===== config.mk =====
export PLATFORM = sky130hd
export DESIGN_NAME = modn_step
export DESIGN_NICKNAME = d
export VERILOG_FILES = /design/src/rtl/modn_serial_checker_pkg.sv /design/src/rtl/modn_serial_checker_step.sv
export SDC_FILE = /design/constraint.sdc
export NUM_CORES = 1
export LEC_CHECK = 0
export CORE_AREA = 2 2 39 41
export DETAILED_ROUTE_END_ITERATION = 16
export DIE_AREA = 0 0 41 43
export MAX_ROUTING_LAYER = met4
export SETUP_SLACK_MARGIN = 0.1
export SLEW_MARGIN = 20
export SYNTH_ARGS = -nofsm -noshare
export SYNTH_HDL_FRONTEND = slang
export SYNTH_SLANG_ARGS = --single-unit

===== constraint.sdc =====
create_clock -name vclk -period 2.91
set_input_delay 0.7275 -clock vclk [all_inputs]
set_output_delay 0.7275 -clock vclk [all_outputs]
set_load 0.01 [all_outputs]

===== src/rtl/modn_serial_checker_pkg.sv =====
// Shared types and helpers for the modulo-N serial divisibility checker.
//   bit_order_e   : serial bit order (MSB_FIRST = 0, LSB_FIRST = 1)
//   state_e       : checker state (IDLE = nothing accepted yet, ACCUM = accumulating)
//   residue_width : residue width for a given modulus
package modn_pkg;

  typedef enum logic {
    MSB_FIRST = 1'b0,
    LSB_FIRST = 1'b1
  } bit_order_e;

  typedef enum logic {
    IDLE  = 1'b0,
    ACCUM = 1'b1
  } state_e;

  // Number of bits needed to hold 0..modulus-1.
  function automatic int unsigned residue_width(input int unsigned modulus);
    return (modulus < 2) ? 1 : $clog2(modulus);
  endfunction

endpackage


===== src/rtl/modn_serial_checker_step.sv =====
// modn_step: one serial step of the running residue, purely combinational.
// Ports:
//   r, w    : current residue and current bit weight (2^i mod MODULUS)
//   b       : incoming bit
//   mode    : bit order used for this step
//   r_next  : updated residue
//   w_next  : updated weight (unchanged in MSB-first mode)
// All sums fit in RW+1 bits and are below 2*MODULUS, so one conditional
// subtract brings them back into range.
module modn_step
  import modn_pkg::*;
#(
  parameter  int unsigned MODULUS = 3,
  localparam int unsigned RW      = residue_width(MODULUS)
) (
  input  logic [RW-1:0] r,
  input  logic [RW-1:0] w,
  input  logic          b,
  input  bit_order_e    mode,
  output logic [RW-1:0] r_next,
  output logic [RW-1:0] w_next
);

  localparam logic [RW:0] MOD_EXT = (RW+1)'(MODULUS);

  logic [RW:0] msb_sum;
  logic [RW:0] lsb_sum;
  logic [RW:0] w_dbl;
  logic [RW:0] r_sum;

  always_comb begin
    msb_sum = {r, b};
    lsb_sum = {1'b0, r} + (b ? {1'b0, w} : '0);
    w_dbl   = {w, 1'b0};
    r_sum   = (mode == MSB_FIRST) ? msb_sum : lsb_sum;
    r_next  = (r_sum >= MOD_EXT) ? RW'(r_sum - MOD_EXT) : RW'(r_sum);
    if (mode == MSB_FIRST) begin
      w_next = w;
    end else begin
      w_next = (w_dbl >= MOD_EXT) ? RW'(w_dbl - MOD_EXT) : RW'(w_dbl);
    end
  end

endmodule


Word level (Yosys, flattened, before mapping)
Cells that the tools add are included.
{"block": "totals", "register_bits": 0, "input_bits": 6, "output_inout_bits": 4, "wordCells": 10}
{"block": "classes", "add_sub_neg": 3, "magnitude_cmp": 2, "n_mux": 5}
{"op": "2-bit two-way mux", "n": 4}
{"op": "3-bit by 2-bit >= comparator with 1-bit output (second input constant)", "n": 2}
{"op": "2-bit subtractor (second input constant)", "n": 2}
{"op": "2-bit by 2-bit adder with 3-bit output", "n": 1}
{"op": "3-bit two-way mux", "n": 1}

Depth between registers and ports, before layout
{"block": "depth", "ltp_word": 5, "depth_mapped": 9, "ltp_nobuf": 9}

Worst setup path after synthesis
Ideal clock, no wire load.
{"block": "synth_timing", "path_kind": "input to output", "from": "input port w[0]", "to": "output port r_next[1]", "t_arrival_ns": 2.399, "required_time_ns": 2.183, "slack_ns": -0.217, "path_stages": 9, "path_buffers": 0, "path_cell_list": "and2_1 > ha_1 > inv_1 > fa_1 > and2_2 > nor2_1 > ha_1 > nor4_1 > o32a_1"}
{"block": "synth_between", "elab_chain_len": 5, "elab_cells_between_ends": 6, "cone_classes": "add/sub: 2; order compare: 1; mux: 3"}
{"item": "from (decl)", "line_no": "modn_serial_checker_step.sv:17", "source": "input logic [RW-1:0] w,"}
{"item": "2-bit two-way mux *", "line_no": "modn_serial_checker_step.sv:33", "source": "lsb_sum = {1'b0, r} + (b ? {1'b0, w} : '0);"}
{"item": "2-bit by 2-bit adder with 3-bit output *", "line_no": "modn_serial_checker_step.sv:33"}
{"item": "3-bit two-way mux *", "line_no": "modn_serial_checker_step.sv:35", "source": "r_sum = (mode == MSB_FIRST) ? msb_sum : lsb_sum;"}
{"item": "3-bit by 2-bit >= comparator with 1-bit output or 2-bit subtractor (tied branches)", "line_no": "modn_serial_checker_step.sv:36", "source": "r_next = (r_sum >= MOD_EXT) ? RW'(r_sum - MOD_EXT) : RW'(r_sum);"}
{"item": "2-bit two-way mux *", "line_no": "modn_serial_checker_step.sv:36"}
{"item": "to (decl)", "line_no": "modn_serial_checker_step.sv:20", "source": "output logic [RW-1:0] r_next,"}
Every way passes the cells marked *; elsewhere a longest branch is shown, timed or not.

Worst setup path in the final report
{"block": "layout_timing", "from": "input port b", "to": "output port r_next[1]"}
{"block": "layout_between", "elab_chain_len": 5, "elab_cells_between_ends": 6, "cone_classes": "add/sub: 2; order compare: 1; mux: 3"}
{"item": "from (decl)", "line_no": "modn_serial_checker_step.sv:18", "source": "input logic b,"}
{"item": "2-bit two-way mux", "line_no": "modn_serial_checker_step.sv:33"}
{"item": "2-bit by 2-bit adder with 3-bit output", "line_no": "modn_serial_checker_step.sv:33"}
{"item": "3-bit two-way mux *", "line_no": "modn_serial_checker_step.sv:35"}
{"item": "3-bit by 2-bit >= comparator with 1-bit output or 2-bit subtractor (tied branches)", "line_no": "modn_serial_checker_step.sv:36"}
{"item": "2-bit two-way mux *", "line_no": "modn_serial_checker_step.sv:36"}
Marked as above.

==> reports/metrics.cfg <==
[run_status]
status=finished with violations
violations=negative setup slack

[layout]
layout-drive-gt1-share=0.6429
syn2layout_area_growth_pct=104.5
diodes=0
sequential_cell_total=0
fin_nets=53
instances_no_fill=58
seq_area_um2=0
finish.instance_area_um2=396.6
clkbuf_count=0

[pwr]
power_w=0.00007860
vdd_drop_max_mv=0.06521
p_per_area_nw_per_um2=198.2
p_leak_nw=0.1687

[worst_setup_path]
critPathLaunchType=primary input
crit_required_ps=2180
worstPathCellList=buf_6, and2_4, ha_4, inv_2, fa_1, and2_4, nor2_4, ha_4, o32a_1, buf_2
endpoint_kind=output port
arrival_ps=2510
critPathMaxFanout=2
cp_slowest_stage_delay_ps=420
worstSetupPathType=in -> out
cp_slowest_cell=fa_1

[global_routing]
grt_pass1_wl_um=931
grt_pass1_vias=233
grt_remaining_overflow=0
grt_usage=0.07194
grt_max_degree=9
antenna_found_initial=0

[floorplanning]
rows=14
io_pins=10
die_x_um=41
start_util=0.1401
dieArea_um2=1763
die_h_um=43
coreArea_um2=1384

[synthesis]
yosys_warnings=0
syn_area_per_cell_um2=8.081
syn-num-nets=33
yosysUniqueCellTypes=18
syn_inst=24
syn-cell-area_um2=193.9
ys_seq_area_frac=0

[place]
port_buffers=10
place_congestion=0.8099
place_inst=57
place_hpwl_um=427
place_area_um2=387.9

[timing]
max_clock_freq_mhz=308.9
finalCriticalPeriod_ps=3237
rsz0062_at_grt=yes
layout_setup_ws_ps=-327.5
worst_pin_slew_ps=239.2
setup_viol=2
post-route-period-util=1.113
relSlewSlack=0.8400
final-hold-violation-count=0
slew_violations=0

[min_path]
holdPathEnd=w_next[1]
min-delay-start=w[0]
min_path_cells=4
hold_class=in -> out

[detailed_routing]
wirelength_um=521
ant_nets=0
drc=0
via_per_inst=4.069
drtIter0Drc=2
first_pass_iters=2
dr_total_vias=236
wl_per_cell_um=8.983

[clock_tree]
cts_hold_buf=0

[run]
max-cap-violations=0

==> through the flow <==
| stage | utilization | setup TNS (ps) | worst slack [ps] | hold WS [ps] |
|---|---|---|---|---|
| after floorplan | - | -283.6 | -188.5 | 1606 |
| after global placement | 0.2803 | -2602 | -1225 | 2693 |
| after detailed placement | 0.2803 | -2616 | -1237 | 2699 |
| after CTS | 0.2803 | -598.9 | -338.6 | 1973 |
| after global routing | 0.2866 | -710.0 | -396.2 | 1885 |
| final | 0.2866 | -578.2 | -327.5 | 1862 |
==> cells in the final DEF (no fill, tap or decap), types with 2 or more instances in the layout <==
master         n
and2_4         2
buf_2          3
buf_4          9
buf_6          2
dlygate4sd2_1  2
ha_4           2
mux2_2         3
nand2_1        2
==> worst max path at each step <==
stage / start / end / slack (ps) / cells past startpoint
after floorplan: w[0] / r_next[1] / -190 / 9
after global placement: w[0] / r_next[1] / -1220 / 11
after detailed placement: b / r_next[1] / -1240 / 11
after CTS: b / r_next[1] / -340 / 10
after global routing: b / r_next[1] / -400 / 11
final: b / r_next[1] / -330 / 10
==> cells by family after synthesis <==
logic type,share of synthesized area
buffers and inverters,0.09678
AOI/OAI and AO/OA,0.1548
and+or+nand+nor,0.2904
adders and majority gates,0.2322
muxes,0.2258
==> metal layers <==
layer	part of all wire	wire length, µm	up-vias	global-route usage
li1	-	-	126	-
met1	0.46	240	106	0.1026
met2	0.51	268	4	0.1188
met3	0.023	12	0	0
met4	0	0	0	0
met5	0	0	-	-
==> synth_stat cells <==
library cell,instances,area share
a21oi_2,1,0.045
a31oi_1,1,0.032
and2_1,1,0.032
and2_2,1,0.039
buf_6,1,0.058
fa_1,1,0.10
ha_1,2,0.13
inv_1,2,0.039
mux2_2,3,0.17
mux2i_1,1,0.052
nand2_1,2,0.039
nor2_1,2,0.039
nor3_1,1,0.026
nor4_1,1,0.032
nor4bb_1,1,0.052
o21ai_0,1,0.026
o32a_1,1,0.052
or2_1,1,0.032
==> report_power, final <==
group	total [W]	internal, W	switching [W]	leakage [nW]
logic	0.0000786	0.0000464	0.0000322	0.169
registers	0	0	0	0
clock network	0	0	0	0
==> area by class of cell <==
cell class                      instances  area, µm²
Tap cell                               16      20.02
Inverter                                2      7.507
Timing Repair Buffer                   19      147.6
Multi-Input combinational cell         21      221.5
Fill cell                             156      987.2
==> timing repair <==
action                                 CTS  global route
buffers inserted                         0             1
resized for setup                       30             2
setup endpoints to repair                4             2
pin swaps                                8             0
endpoints found under the hold margin    0             0
==> worst max-delay path: cells and delay by family <==
family	cells	cell delay, ps
adders and majority gates	3	760
buffers and inverters	3	280
and+or+nand+nor	3	430
AOI/OAI and AO/OA	1	330
Note: power is estimated with default switching activity, not from simulation.
==> variant (config.mk and constraints unchanged) <==
Set the parameter `MODULUS` to 6 (it was 3).
--- a/src/rtl/modn_serial_checker_step.sv
+++ b/src/rtl/modn_serial_checker_step.sv
@@ -12,3 +12,3 @@
 #(
-  parameter  int unsigned MODULUS = 3,
+  parameter  int unsigned MODULUS = 6,
   localparam int unsigned RW      = residue_width(MODULUS)
Ports: changed (resized r, r_next, w and w_next); port bits go from 10 to 14. The function was not compared with the original's and may differ.
==> variant against the unedited design <==
Synthesized cell count rose by 42%. Worst hold slack improved by 6.0 ps. Cell area rose by 32%. Worst setup slack improved by 380 ps. Total power rose by 6.3%. Wire length rose by 39%. Area after synthesis rose by 37%. Critical path type unchanged. Largest power group unchanged.
==> variant: results (changes against the unedited design) <==
- Status: complete, no violations (was complete, but fails checks)
- Post-Synthesis Cells: 34 (was 24)
- Synthesized Nets: 47 (was 33)
- GPL Wtd Cong: 0.655 (was 0.810)
- Layout cells sized above 1: 0.446 (was 0.643)
- First-iteration detailed-routing DRC count: 4 (was 2)
- GRT Total Usage: 0.0944 (was 0.0719)
- Hold slack: 1870 ps (was 1860 ps)
- Synth top cells by count: ha_1 (4), and2_1 (3) (was mux2_2 (3), ha_1 (2), inv_1 (2), nand2_1 (2), nor2_1 (2))
- Post-DP HPWL: 554 um (was 427 um)
- Post-placement cell count: 70 (was 57)
- HP Start: r[0] (was w[0])
- Final Routed Wirelength: 723 um (was 521 um)
- Routed wl met3: 27 um (was 12 um)
- Initial antenna violation count: 0 (unchanged)
- Worst Hold Class: in2out (unchanged)
- Switching Share: 0.425 (was 0.409)
- Clock buffer count: 0 (unchanged)
- VDD IR max: 77.3 uV (was 65.2 uV)
- Seq/Total Area, Yosys: 0 (unchanged)
- First-pass GRT wire length: 1210 um (was 931 um)
- Top cells by area, synth: ha_1 (19%), fa_1 (7.5%), and2_1 (7.0%) (was mux2_2 (17%), ha_1 (13%), fa_1 (10%))
- DR top layer: met3 (unchanged)
- IO buf count: 14 (was 10)
- Metal-1 WL: 329 um (was 240 um)
- Slew HR: 0.780 (was 0.840)
- CTS Hold Buffers Added: 0 (unchanged)
- Met2 WL: 365 um (was 268 um)
- Synth warn: 0 (unchanged)
- Seq_cells: 0 (unchanged)
- Leakage: 0.239 nW (was 0.169 nW)
- Critical Path AT: 2130 ps (was 2510 ps)
- CP Launch Point: w[0] (was b)
- Largest net degree at the start of global routing: 11 (was 9)
- Filler instances: 143 (was 156)
- First-pass DRT Iterations: 2 (unchanged)
- Critical path peak fanout: 3 (was 2)
- Yosys cell types: 24 (was 18)
- CP peak stage delay: 350 ps (was 420 ps)
- Fin nets: 71 (was 53)
- Slowest CP cell: fa_2 (was fa_1)
- Number of global-route vias before repair: 316 (was 233)
- Vias per inst: 4.60 (was 4.07)
- Antenna cells: 0 (unchanged)
- Final cell count without fillers: 72 (was 58)
[variant: what timing repair did]
item,CTS,global route
cloned,0,0
gates resized for setup,42,5
setup buffers,1,1
pin swaps,12,12
hold endpoints to repair,0,0
endpoints found under the setup margin,5,4
[variant: final timing paths]
kind	endpoint	depth (start not counted)
max	r_next[2]	8
min	r_next[2]	4
[variant: cells by family after synthesis]
| kind of cell | share of synthesized area |
|---|---|
| buffers and inverters | 0.0469 |
| muxes | 0.0423 |
| AOI/OAI and AO/OA | 0.300 |
| xor gates and xnor gates | 0.0329 |
| and+or+nand+nor | 0.315 |
| adders and majority gates | 0.263 |
[variant: worst max-delay path, delay by kind of cell]
family / cells / cell delay, ps
AO/OA/AOI/OAI: 2 / 340
XOR/XNOR: 1 / 170
adder cells (fa/ha/maj): 2 / 500
buffers and inverters: 2 / 240
AND/OR/NAND/NOR: 1 / 150
[variant: power groups by stage]
stage | combinational (mW) | clock [mW] | sequential (mW)
final | 0.0836 | 0 | 0
after global routing | 0.0928 | 0 | 0
after CTS | 0.0802 | 0 | 0
after detailed placement | 0.0790 | 0 | 0
after global placement | 0.0788 | 0 | 0
after floorplan | 0.0364 | 0 | 0
[variant: area by class of cell]
class / count / share of cell area
inverters: 2 / 0.0143
well taps: 16 / 0.0382
multi-input cells: 31 / 0.589
repair buffers: 23 / 0.358
[variant: routing by layer]
metal / up-vias / track usage
met5: - / -
met4: 0 / 0
met3: 0 / 0
met2: 10 / 0.172
met1: 145 / 0.118
li1: 176 / -
[variant: through the flow]
step,instance area [um^2],worst slack (ps),utilization
2_1_floorplan,267,141,-
5_1_grt,524,-38.0,0.379
3_3_place_gp,474,-831,0.343
3_5_place_dp,474,-865,0.343
4_1_cts,500,32.8,0.362
6_report,524,50.3,0.379
